[src/rtl/ps2_mouse_ctrl_if.sv]
// ----------------------------------------------------------------------------
// ps2_mouse_ctrl_if
//   Bundles the signals between the PS/2 mouse controller, the PS/2 rx/tx pair
//   upstream and the cursor/brush logic downstream.
//
//   rx_data_i   [7:0]  byte from the PS/2 receiver
//   rx_done_i          one-cycle strobe, rx_data_i valid
//   tx_done_i          one-cycle strobe, transmitter finished a byte
//   tx_en_o            one-cycle request to transmit tx_data_o
//   tx_data_o   [7:0]  byte to transmit (always the enable command)
//   xm_o        [8:0]  X movement, two's complement
//   ym_o        [8:0]  Y movement, two's complement
//   btn_o       [2:0]  {middle, right, left}
//   init_done_o        device acknowledged the enable command
//   done_o             one-cycle strobe, xm_o/ym_o/btn_o updated
//
//   master : the controller side
//   slave  : the environment side (rx/tx pair and packet consumer)
// ----------------------------------------------------------------------------
interface ps2_mouse_ctrl_if;
  logic [7:0] rx_data_i;
  logic       rx_done_i;
  logic       tx_done_i;
  logic       tx_en_o;
  logic [7:0] tx_data_o;
  logic [8:0] xm_o;
  logic [8:0] ym_o;
  logic [2:0] btn_o;
  logic       init_done_o;
  logic       done_o;

  modport master (
    input  rx_data_i,
    input  rx_done_i,
    input  tx_done_i,
    output tx_en_o,
    output tx_data_o,
    output xm_o,
    output ym_o,
    output btn_o,
    output init_done_o,
    output done_o
  );

  modport slave (
    output rx_data_i,
    output rx_done_i,
    output tx_done_i,
    input  tx_en_o,
    input  tx_data_o,
    input  xm_o,
    input  ym_o,
    input  btn_o,
    input  init_done_o,
    input  done_o
  );
endinterface

[src/rtl/ps2_mouse_ctrl.sv]
// ----------------------------------------------------------------------------
// ps2_mouse_ctrl
//   PS/2 mouse controller sitting directly after the PS/2 rx/tx pair.
//   After reset it transmits the "enable data reporting" command and waits for
//   the device ACK, resending on timeout. Once acknowledged it assembles the
//   3-byte stream packets into signed 9-bit X/Y deltas plus button states and
//   emits a one-cycle done_o pulse per packet.
//
//   clk_i    system clock
//   reset_i  asynchronous, active-high reset
//   bus      ps2_mouse_ctrl_if.master (rx/tx handshake and packet outputs)
//
//   Parameters
//     CMD_ENABLE   command byte sent after reset or on ACK timeout
//     ACK_BYTE     device acknowledge byte
//     ACK_TIMEOUT  clk cycles spent waiting for the ACK before resending
//     PKT_TIMEOUT  max clk cycles between bytes of one packet
// ----------------------------------------------------------------------------
module ps2_mouse_ctrl #(
  parameter logic [7:0] CMD_ENABLE  = 8'hF4,
  parameter logic [7:0] ACK_BYTE    = 8'hFA,
  parameter int         ACK_TIMEOUT = 2_000_000,
  parameter int         PKT_TIMEOUT = 200_000
) (
  input  logic             clk_i,
  input  logic             reset_i,
  ps2_mouse_ctrl_if.master bus
);

  localparam int TMAX = (ACK_TIMEOUT > PKT_TIMEOUT) ? ACK_TIMEOUT : PKT_TIMEOUT;
  localparam int TW   = $clog2(TMAX + 1);

  localparam logic [TW-1:0] ACK_LAST = TW'(ACK_TIMEOUT - 1);
  localparam logic [TW-1:0] PKT_LAST = TW'(PKT_TIMEOUT - 1);
  localparam logic [TW-1:0] TIMER_ONE = TW'(1);

  typedef enum logic [2:0] {
    SEND,
    WAIT_TX,
    WAIT_ACK,
    PKT1,
    PKT2,
    PKT3
  } state_t;

  state_t        state_reg;
  logic [TW-1:0] timer_reg;

  // Only the fields of byte 1 that are reported are kept: the X/Y sign bits
  // and the buttons. Overflow bits and the sync bit are dropped.
  logic          sign_x_reg;
  logic          sign_y_reg;
  logic [2:0]    btn1_reg;
  logic [7:0]    byte2_reg;

  logic          tx_en_reg;
  logic [7:0]    tx_data_reg;
  logic [8:0]    xm_reg;
  logic [8:0]    ym_reg;
  logic [2:0]    btn_reg;
  logic          init_done_reg;
  logic          done_reg;

  always_ff @(posedge clk_i or posedge reset_i) begin
    if (reset_i) begin
      state_reg     <= SEND;
      timer_reg     <= '0;
      sign_x_reg    <= 1'b0;
      sign_y_reg    <= 1'b0;
      btn1_reg      <= 3'b000;
      byte2_reg     <= 8'h00;
      tx_en_reg     <= 1'b0;
      tx_data_reg   <= CMD_ENABLE;
      xm_reg        <= 9'h000;
      ym_reg        <= 9'h000;
      btn_reg       <= 3'b000;
      init_done_reg <= 1'b0;
      done_reg      <= 1'b0;
    end else begin
      // Strobes default low so each one lasts exactly one cycle.
      tx_en_reg   <= 1'b0;
      done_reg    <= 1'b0;
      tx_data_reg <= CMD_ENABLE;

      case (state_reg)
        // One cycle here raises the registered tx request, which is then
        // visible during the first WAIT_TX cycle.
        SEND: begin
          tx_en_reg <= 1'b1;
          timer_reg <= '0;
          state_reg <= WAIT_TX;
        end

        // Bytes arriving while the command is still going out are ignored.
        WAIT_TX: begin
          timer_reg <= '0;
          if (bus.tx_done_i) begin
            state_reg <= WAIT_ACK;
          end
        end

        // Any received byte restarts the ACK window; only ACK_BYTE finishes
        // initialisation. A received byte beats a simultaneous expiry.
        WAIT_ACK: begin
          if (bus.rx_done_i) begin
            timer_reg <= '0;
            if (bus.rx_data_i == ACK_BYTE) begin
              init_done_reg <= 1'b1;
              state_reg     <= PKT1;
            end
          end else if (timer_reg == ACK_LAST) begin
            timer_reg <= '0;
            state_reg <= SEND;
          end else begin
            timer_reg <= timer_reg + TIMER_ONE;
          end
        end

        // Byte 1 always has bit 3 set; anything else is skipped so the
        // stream realigns on its own. No timeout while idle between packets.
        PKT1: begin
          timer_reg <= '0;
          if (bus.rx_done_i && bus.rx_data_i[3]) begin
            sign_x_reg <= bus.rx_data_i[4];
            sign_y_reg <= bus.rx_data_i[5];
            btn1_reg   <= bus.rx_data_i[2:0];
            state_reg  <= PKT2;
          end
        end

        PKT2: begin
          if (bus.rx_done_i) begin
            byte2_reg <= bus.rx_data_i;
            timer_reg <= '0;
            state_reg <= PKT3;
          end else if (timer_reg == PKT_LAST) begin
            timer_reg <= '0;
            state_reg <= PKT1;
          end else begin
            timer_reg <= timer_reg + TIMER_ONE;
          end
        end

        // Byte 3 is consumed straight from the bus, so the full packet
        // appears on the outputs one edge after the third strobe.
        PKT3: begin
          if (bus.rx_done_i) begin
            xm_reg    <= {sign_x_reg, byte2_reg};
            ym_reg    <= {sign_y_reg, bus.rx_data_i};
            btn_reg   <= btn1_reg;
            done_reg  <= 1'b1;
            timer_reg <= '0;
            state_reg <= PKT1;
          end else if (timer_reg == PKT_LAST) begin
            timer_reg <= '0;
            state_reg <= PKT1;
          end else begin
            timer_reg <= timer_reg + TIMER_ONE;
          end
        end

        default: begin
          timer_reg <= '0;
          state_reg <= SEND;
        end
      endcase
    end
  end

  assign bus.tx_en_o     = tx_en_reg;
  assign bus.tx_data_o   = tx_data_reg;
  assign bus.xm_o        = xm_reg;
  assign bus.ym_o        = ym_reg;
  assign bus.btn_o       = btn_reg;
  assign bus.init_done_o = init_done_reg;
  assign bus.done_o      = done_reg;

endmodule

[src/flat_wrapper.sv]
// flat-port wrapper written by rule: the top's interface ports become plain ports
module ps2_mouse_ctrl_flat 
#(
  parameter logic [7:0] CMD_ENABLE  = 8'hF4,
  parameter logic [7:0] ACK_BYTE    = 8'hFA,
  parameter int         ACK_TIMEOUT = 2_000_000,
  parameter int         PKT_TIMEOUT = 200_000
)
  (clk_i, reset_i, bus_rx_data_i, bus_rx_done_i, bus_tx_done_i, bus_tx_en_o, bus_tx_data_o, bus_xm_o, bus_ym_o, bus_btn_o, bus_init_done_o, bus_done_o);
  ps2_mouse_ctrl_if bus_i ();
  input  logic clk_i;
  input  logic reset_i;
  input wire logic [$bits(bus_i.rx_data_i)-1:0] bus_rx_data_i;
  input wire logic [$bits(bus_i.rx_done_i)-1:0] bus_rx_done_i;
  input wire logic [$bits(bus_i.tx_done_i)-1:0] bus_tx_done_i;
  output wire logic [$bits(bus_i.tx_en_o)-1:0] bus_tx_en_o;
  output wire logic [$bits(bus_i.tx_data_o)-1:0] bus_tx_data_o;
  output wire logic [$bits(bus_i.xm_o)-1:0] bus_xm_o;
  output wire logic [$bits(bus_i.ym_o)-1:0] bus_ym_o;
  output wire logic [$bits(bus_i.btn_o)-1:0] bus_btn_o;
  output wire logic [$bits(bus_i.init_done_o)-1:0] bus_init_done_o;
  output wire logic [$bits(bus_i.done_o)-1:0] bus_done_o;
  assign bus_i.rx_data_i = bus_rx_data_i;
  assign bus_i.rx_done_i = bus_rx_done_i;
  assign bus_i.tx_done_i = bus_tx_done_i;
  assign bus_tx_en_o = bus_i.tx_en_o;
  assign bus_tx_data_o = bus_i.tx_data_o;
  assign bus_xm_o = bus_i.xm_o;
  assign bus_ym_o = bus_i.ym_o;
  assign bus_btn_o = bus_i.btn_o;
  assign bus_init_done_o = bus_i.init_done_o;
  assign bus_done_o = bus_i.done_o;
  ps2_mouse_ctrl #(.CMD_ENABLE(CMD_ENABLE), .ACK_BYTE(ACK_BYTE), .ACK_TIMEOUT(ACK_TIMEOUT), .PKT_TIMEOUT(PKT_TIMEOUT)) u_core (.clk_i(clk_i), .reset_i(reset_i), .bus(bus_i));
endmodule
[config.mk]
export PLATFORM = sky130hd
export DESIGN_NAME = ps2_mouse_ctrl_flat
export DESIGN_NICKNAME = d
export VERILOG_FILES = /design/src/rtl/ps2_mouse_ctrl_if.sv /design/src/rtl/ps2_mouse_ctrl.sv /design/src/flat_wrapper.sv
export SDC_FILE = /design/constraint.sdc
export NUM_CORES = 1
export LEC_CHECK = 0
export ABC_AREA = 1
export BUFFER_PORTS_ARGS = -buffer_cell sky130_fd_sc_hd__buf_2
export CORE_MARGIN = 1.5
export CORE_UTILIZATION = 45
export DETAILED_ROUTE_END_ITERATION = 16
export GPL_TIMING_DRIVEN = 0
export PLACE_DENSITY = 0.68
export RECOVER_POWER = 100
export SKIP_LAST_GASP = 1
export SLEW_MARGIN = 20
export SYNTH_ARGS = -nofsm -noshare
export SYNTH_HDL_FRONTEND = slang
export SYNTH_SLANG_ARGS = --single-unit
[constraint.sdc]
create_clock -name clk_i -period 1.9 [get_ports clk_i]
set_input_delay 0.285 -clock clk_i [delete_from_list [all_inputs] [get_ports clk_i]]
set_output_delay 0.285 -clock clk_i [all_outputs]
set_load 0.005 [all_outputs]
After elaboration in Yosys (flattened, before gate mapping)
Cells that the tools add are included.

Output and inout port bits: 32. Flip-flop bits (word level): 61. Word-level logic and storage cells: 50. Bits of input ports: 12.

Muxes and demuxes: 17. Reduce and logical (&&, ||, !) cells: 8. $add $sub $neg: 1. Equality and inequality tests: 12.

Operator list (number): 21-bit two-way mux (4); 21-bit case mux with 2 select lines (1); 3-bit two-way mux (8); 21-bit by 1-bit adder with 21-bit output (second input constant) (1); 21-bit by 18-bit == test with 1-bit output (second input constant) (1); 21-bit == test (second input constant) (1); 3-bit case mux with 6 select lines (1); 8-bit == test (second input constant) (1); 3-bit by 2-bit == test with 1-bit output (second input constant) (2); 3-bit == test (second input constant) (2); 3-bit by 2-bit inequality test with 1-bit output (second input constant) (2); 2-bit AND reduction (3); 4-bit AND reduction (1); 3-bit by 1-bit == test with 1-bit output (second input constant) (1); 3-bit logical NOT (1); 1-bit two-way mux (3); 3-bit AND reduction (1); 2-bit by 1-bit inequality test with 1-bit output (second input constant) (1); 2-bit inequality test (second input constant) (1); 2-bit OR reduction (1); 1-bit logical AND (1).

Depth between registers and ports, before layout
Gate-level depths: netlist of run 1.

Depth in word-level cells: 4. Depth in mapped cells: 10. Depth with buffers taken out: 10.

Worst setup path after synthesis of run 1
OpenSTA, ideal clock, no wires.

Path type: reg-to-reg. Start point: register u_core.timer_reg[0]. End point: register u_core.timer_reg[7]. Clock period less this slack: 1.428 ns. Cell stages (with the launch flop): 10. Path buffers: 1. Setup time: 0.121 ns. Data arrival time: 1.307 ns. Required time: 1.779 ns. Path slack: 0.472 ns. Cells stage by stage: dfrtp_1 ha_1 nand3_2 nor2_1 nand3_2 nand3_2 nand2_4 inv_4 buf_8 nor2_1.

Word-level cells in the longest chain between the ends: 4. Elaborated cells on any way between the ends: 8. Classes of those cells: 1 x add/sub; 2 x eq/ne; 5 x mux.

RTL lines: start: declaration (line ps2_mouse_ctrl.sv:47) `logic [TW-1:0] timer_reg;`; start signal: assignment (line ps2_mouse_ctrl.sv:115) `timer_reg <= timer_reg + TIMER_ONE;`; start signal: assignment (line ps2_mouse_ctrl.sv:140) `timer_reg <= timer_reg + TIMER_ONE;`; start signal: assignment (line ps2_mouse_ctrl.sv:158) `timer_reg <= timer_reg + TIMER_ONE;`; 21-bit by 1-bit adder with 21-bit output (tied with other cells) (line ps2_mouse_ctrl.sv:115, ps2_mouse_ctrl.sv:140, ps2_mouse_ctrl.sv:158); 21-bit two-way mux, on equally long branches (line ps2_mouse_ctrl.sv:136, ps2_mouse_ctrl.sv:154, ps2_mouse_ctrl.sv:111); 21-bit two-way mux, on equally long branches (line ps2_mouse_ctrl.sv:132, ps2_mouse_ctrl.sv:105); 21-bit case mux with 2 select lines * (line ps2_mouse_ctrl.sv:85) `case (state_reg)`.

Mark *: on every way between the ends. The rest lies on a longest branch, timed or not. A chain may end at the register's enable or synchronous reset.

Worst setup path after layout of run 1
Start point: register u_core.state_reg[1]. End point: register u_core.xm_reg[3] (netlist: u_core.bus.xm_o[3]).

Word-level cells in the longest chain between the ends: 2.

RTL lines: start: declaration (line ps2_mouse_ctrl.sv:46) `state_t state_reg;`; start signal: assignment (line ps2_mouse_ctrl.sv:66) `state_reg <= SEND;`; start signal: assignment (line ps2_mouse_ctrl.sv:91) `state_reg <= WAIT_TX;`; start signal: assignment (line ps2_mouse_ctrl.sv:98) `state_reg <= WAIT_ACK;`; 3-bit == test (line ps2_mouse_ctrl.sv:85); 2-bit AND reduction (no source line); end signal: assignment (line ps2_mouse_ctrl.sv:148) `xm_reg <= {sign_x_reg, byte2_reg};`; end: declaration (line ps2_mouse_ctrl.sv:58) `logic [8:0] xm_reg;`.

No other way between the ends.

==> results of run 1 <==
## logic make-up (layout without fill, tap and decap cells)
logic type	Yosys count	count (layout)	synth area share
AO/OA/AOI/OAI	38	38	0.0656
adder cells (fa/ha/maj)	1	1	0.00421
buffers and inverters	63	115	0.0993
AND/OR/NAND/NOR	200	200	0.286
XOR/XNOR	10	10	0.0295
other	2	8	0.00253
flip-flops	61	61	0.513
## where the power goes
group	total [mW]	leakage (nW)	internal, mW	switching [mW]
logic	0.978	0.859	0.395	0.582
clock network	1.14	0.100	0.612	0.531
registers	1.85	0.815	1.63	0.215
## synth_stat cells
library cell  count
nor3_1            7
inv_2             3
a21oi_1           4
nor2_1           47
buf_4             9
inv_4             1
xnor2_1           1
a21o_1            1
xor2_1            9
o21ai_1           1
clkbuf_1          1
conb_1            2
buf_8             1
nand2_1         115
dfrtp_1          61
nor2_2            1
ha_1              1
nand4_1           9
buf_2             3
inv_1            44
a31oi_1           2
nand3_2           5
nand2_2           1
o21ai_0          30
nand3_1          13
nor2_4            1
buf_6             1
nand2_4           1
## through the flow
| step | area [um^2] | total power, mW |
|---|---|---|
| 2_1_floorplan | 3000 | 2.49 |
| 6_report | 3480 | 3.97 |
| 3_5_place_dp | 3290 | 2.87 |
| 5_1_grt | 3480 | 4.26 |
| 4_1_cts | 3500 | 4.03 |
| 3_3_place_gp | 3260 | 2.81 |
## metal layers
| layer | track usage | wire length, um | share of wire | vias up |
|---|---|---|---|---|
| met1 | 0.280 | 3120 | 0.50 | 1134 |
| met4 | 0.0566 | 20 | 0.0032 | 0 |
| met2 | 0.279 | 2800 | 0.45 | 51 |
| li1 | - | - | - | 1254 |
| met5 | 0 | 0 | 0 | - |
| met3 | 0.0521 | 277 | 0.045 | 2 |
## worst max-delay path, cell delays in order (launching register included)
cell and delay [ns]:
dfrtp_1 0.44, inv_1 0.15, nand3_1 0.21, nor2_4 0.22
inv_1 0.07, clkbuf_2 0.21, buf_6 0.19, nand2_1 0.05
nand2_1 0.04
## area by class of cell
cell class	instances	share of cell area
flip-flops and latches	61	0.438
multi-input cells	257	0.336
repair buffers	36	0.0575
inverters	48	0.0528
clock buffers	9	0.0355
plain buffers	15	0.0316
well taps	77	0.0276
clock inverters	7	0.0212
## layout by cell type, fill, tap and decap left out, types with 2 or more instances in the layout
master,n
buf_2,28
a21oi_1,4
nor2_1,47
nand4_1,9
buf_4,9
a31oi_1,2
nand2_1,115
dfrtp_1,61
inv_6,2
nor3_1,7
clkbuf_8,9
xor2_1,9
inv_1,44
nand3_2,4
inv_2,2
conb_1,8
nand3_1,14
clkinv_2,2
clkbuf_1,9
o21ai_0,30
## worst max path at each step
stage          slack (ns)                              to  depth (start not counted)
2_1_floorplan        0.10  u_core.btn1_reg[0]$_DFFE_PP0P_                          1
3_3_place_gp        -0.68    u_core.bus.tx_en_o$_DFF_PP0_                          2
3_5_place_dp         0.24  u_core.timer_reg[11]$_DFF_PP0_                          9
4_1_cts              0.23  u_core.timer_reg[11]$_DFF_PP0_                          9
5_1_grt              0.04  u_core.bus.xm_o[3]$_DFFE_PP0P_                          8
6_report             0.19  u_core.bus.xm_o[3]$_DFFE_PP0P_                          8
==> results by group, run 1 <==
Run status
  – Status: complete, no violations

Min path
  – Hold Path End: u_core.byte2_reg[6]$_DFFE_PP0P_
  – HP Start: bus_rx_data_i[6]
  – Min-delay worst type: in -> reg
  – WHS Path Cells: 3

Critical path
  – Reg2Reg Depth: 8
  – Critical Path Start Type: flop
  – R2r endpoint: u_core.bus.xm_o[3]$_DFFE_PP0P_
  – Critical Path Fanout Max: 10
  – Worst setup EP type: flop
  – R2R Path Start: u_core.state_reg[1]$_DFFE_PP0P_
  – Worst Path Arrival: 1.93 ns
  – WS Path Type: reg -> reg
  – R2R setup slack: 0.19 ns
  – CP required: 2.12 ns
  – CP startpoint: u_core.state_reg[1]$_DFFE_PP0P_

Placed design
  – RePlAce Congestion: 0.950
  – Dpl hpwl: 4510 um
  – Buffers on Ports: 34
  – Pre-CTS setup slack: 0.237 ns
  – Placed insts: 493

Detailed routing
  – DRC: 0
  – Via/cell ratio: 4.79
  – DRT Pass-1 Iters: 4
  – Routed len/inst: 12.2 um
  – Final antenna-violating net count: 0
  – Total Wirelength: 6220 um
  – DR vias: 2441
  – Starting DRT DRC Count: 215

Clocking
  – Resized Gates After CTS: 0
  – Clock Path Buffers: 2
  – CTS tree: done
  – Clock latency on the worst-skew pair: 0.34 ns
  – CTS Sinks: 61
  – CTS Buf Count: 9
  – Setup bufs post-CTS: 0
  – H-tree levels: 3
  – Cts hold-fix bufs: 1
  – Root Buffer: clkbuf_8
  – Clock Pin Slew Worst Setup and Hold Paths: 0.07 ns

Timing
  – Clock Skew: 0.0125 ns
  – Highest clock rate: 584 MHz
  – Worst-Margin Slew: 0.873 ns
  – Final Hold Viols: 0
  – Tmin final: 1.71 ns
  – RSZ-0062 raised after global routing: no
  – Setup TNS: 0 ns
  – Slew Viols, Final: 0
  – Final setup fails: 0
  – Hold WS: 0.220 ns
  – Final Worst Setup Slack: 0.187 ns
  – Relative slew margins: 0.415
  – Period utilisation layout: 0.902

Die
  – Core area: 6350 um^2
  – Row count: 29
  – Die area: 7110 um^2
  – Height of the die: 84.3 um
  – Chip width: 84.3 um
  – Starting Density: 0.468
  – Ports: 44

Logic synthesis
  – Yosys reg bits: 61
  – Synth Instances: 375
  – Avg Cell Area, Syn: 7.93 um^2
  – Synth area leader: dfrtp_1
  – Synth top area share: 0.513
  – Synth cell types: 28
  – Synth Cell Area: 2970 um^2
  – Synth area leaders: dfrtp_1, nand2_1, nor2_1
  – Sequential element share of the synthesized area: 0.513
  – Synth warn: 0

Layout
  – Area grow syn2layout: 17.2%
  – Share of layout cells above drive strength 1: 0.159
  – Multi-input gate area: 1170 um^2
  – Final Instance Count excl. Fillers: 510
  – Nets: 441
  – Number of flip-flops in the largest register: 21
  – Filler cell count: 593
  – Finished Core Util: 0.549
  – Diodes inserted: 0
  – Register area: 1530 um^2

Global route
  – Vias in the first global route: 2290
  – Grt ovf: 0
  – Largest net degree at the start of global routing: 46
  – Total global-route track usage: 0.191
  – Initial antenna violation count: 0
  – First-pass GRT wire length: 10700 um

Flow run
  – Max cap viols: 0

Power
  – Pwr/cell area: 1140 nW/um^2
  – Leakage: 1.77 nW
  – Peak VDD IR: 0.684 mV
No activity file was read; power rests on OpenSTA's default activity.
==> run 2, diff against run 1 <==
- PLACE_DENSITY: 0.68 -> default
- PLACE_DENSITY_LB_ADDON: default -> 0.1
==> run 2 against run 1 <==
  * Critical path depth grew 1
  * Worst hold slack gained 0.017 ns
  * Maximum frequency down 0.51%
  * Flip-flop and latch count unchanged
  * Largest cell class unchanged
==> results by group, run 2 (same netlist as run 1, synthesis figures left out) <==
Power
  – Pwr/cell area: 1090 nW/um^2
  – Pwr Total: 3.78 mW
  – Peak VDD IR: 0.627 mV
  – Leakage: 1.78 nW

Die
  – Chip width: 84.3 um
  – Die area: 7110 um^2
  – Ports: 44
  – Height of the die: 84.3 um
  – Core area: 6350 um^2
  – Starting Density: 0.468
  – Row count: 29

Timing
  – Clock Skew: 0.00623 ns
  – Hold WS: 0.237 ns
  – Final setup fails: 0
  – Tmin final: 1.72 ns
  – Worst-Margin Slew: 0.771 ns
  – Slew Viols, Final: 0
  – Period utilisation layout: 0.906
  – Setup TNS: 0 ns
  – Highest clock rate: 581 MHz
  – Final Hold Viols: 0
  – RSZ-0062 raised after global routing: no
  – Relative slew margins: 0.483

Global route
  – Largest net degree at the start of global routing: 47
  – GR Layer Usage met3: 0.0364
  – Vias in the first global route: 2379
  – GRT met2 Usage: 0.294
  – GRT Max-Usage Layer: met2
  – Global Route met1 Usage: 0.264
  – Total global-route track usage: 0.191
  – Grt ovf: 0
  – Initial antenna violation count: 0
  – First-pass GRT wire length: 10800 um

Detailed routing
  – DRT Pass-1 Iters: 4
  – Via/cell ratio: 4.79
  – Starting DRT DRC Count: 135
  – DR vias: 2441
  – Routed len/inst: 12.0 um
  – Final antenna-violating net count: 0
  – Total Wirelength: 6140 um
  – DRC: 0

Placed design
  – Placed Area: 3290 um^2
  – Dpl hpwl: 4560 um
  – Buffers on Ports: 34
  – RePlAce Congestion: 0.839

Clocking
  – CTS tree: done
  – Clock latency on the worst-skew pair: 0.33 ns
  – Root Buffer: clkbuf_8
  – CTS Buf Count: 9
  – Clock Pin Slew Worst Setup and Hold Paths: 0.07 ns
  – CTS Sinks: 61
  – Resized Gates After CTS: 0
  – H-tree levels: 3
  – Clock Path Buffers: 2

Layout
  – Share of layout cells above drive strength 1: 0.166
  – Most frequent cells in the layout: nand2_1, dfrtp_1, nor2_1
  – Commonest non-fill, non-tap cell in the layout: nand2_1
  – Finished Core Util: 0.544
  – Design area: 3450 um^2
  – Diodes inserted: 0
  – Number of flip-flops in the largest register: 21
  – Area grow syn2layout: 16.2%
  – Nets: 441

Critical path
  – Worst setup EP type: flop
  – WS Path Type: reg -> reg
  – Critical Path Start Type: flop
  – CP required: 2.12 ns
  – Critical Path Fanout Max: 10
  – Worst Path Arrival: 1.94 ns

Run status
  – Status: complete, no violations

Min path
  – Min-delay worst type: in -> reg

Flow run
  – Max cap viols: 0
==> run 2: layout make-up <==
| type | instances | area (um^2) |
|---|---|---|
| Inverter | 48 | 184 |
| Fill cell | 612 | 2900 |
| Buffer | 15 | 110 |
| Multi-Input combinational cell | 257 | 1160 |
| Clock inverter | 6 | 38.8 |
| Timing Repair Buffer | 36 | 206 |
| Tap cell | 77 | 96.3 |
| Clock buffer | 10 | 128 |
| Sequential cell | 61 | 1530 |
==> run 2: critical path, cell delays in order (launching register included) <==
cell and delay (ns):
dfrtp_1 0.37, ha_1 0.21, nand3_2 0.17, nor3_1 0.20, nand3_1 0.12, nand2_1 0.14
nand2_4 0.09, inv_4 0.12, buf_8 0.14, nor2_1 0.04
==> run 2: final timing paths <==
path                       depth (start not counted)                               to  slack (ns)                            from
max reg2reg                                        9    u_core.timer_reg[7]$_DFF_PP0_        0.18   u_core.timer_reg[0]$_DFF_PP0_
max in group asynchronous                          4   u_core.timer_reg[13]$_DFF_PP0_        0.67                         reset_i
min reg2reg                                        2   u_core.bus.xm_o[8]$_DFFE_PP0P_        0.47  u_core.bus.xm_o[8]$_DFFE_PP0P_
min in group asynchronous                          3   u_core.bus.xm_o[4]$_DFFE_PP0P_        0.59                         reset_i
max                                                9    u_core.timer_reg[7]$_DFF_PP0_        0.18   u_core.timer_reg[0]$_DFF_PP0_
min                                                3  u_core.byte2_reg[6]$_DFFE_PP0P_        0.24                bus_rx_data_i[6]
==> run 2: per-stage QoR <==
step / instances / worst slack (ns)
5_1_grt: 510 / 0.0295
3_5_place_dp: 493 / 0.151
2_1_floorplan: 381 / 0.102
3_3_place_gp: 492 / -0.703
6_report: 510 / 0.178
4_1_cts: 510 / 0.132
==> run 2: per-layer routing <==
| layer | routed length [um] | share of wire | vias to the layer above |
|---|---|---|---|
| met1 | 3080 | 0.50 | 1126 |
| met4 | 74 | 0.012 | 0 |
| met5 | 0 | 0 | - |
| met2 | 2730 | 0.44 | 53 |
| met3 | 261 | 0.042 | 8 |
| li1 | - | - | 1254 |
==> run 2: power by group <==
group          leakage [nW]  internal [mW]  switching, mW
Combinational         0.879          0.399          0.558
Sequential            0.815           1.63          0.205
Clock                0.0824          0.470          0.511
==> run 2: repair_timing <==
| item | 4_1_cts | 5_1_grt |
|---|---|---|
| hold buffers | 1 | 0 |
| hold endpoints to repair | 15 | 0 |
| setup buffers | 0 | 0 |
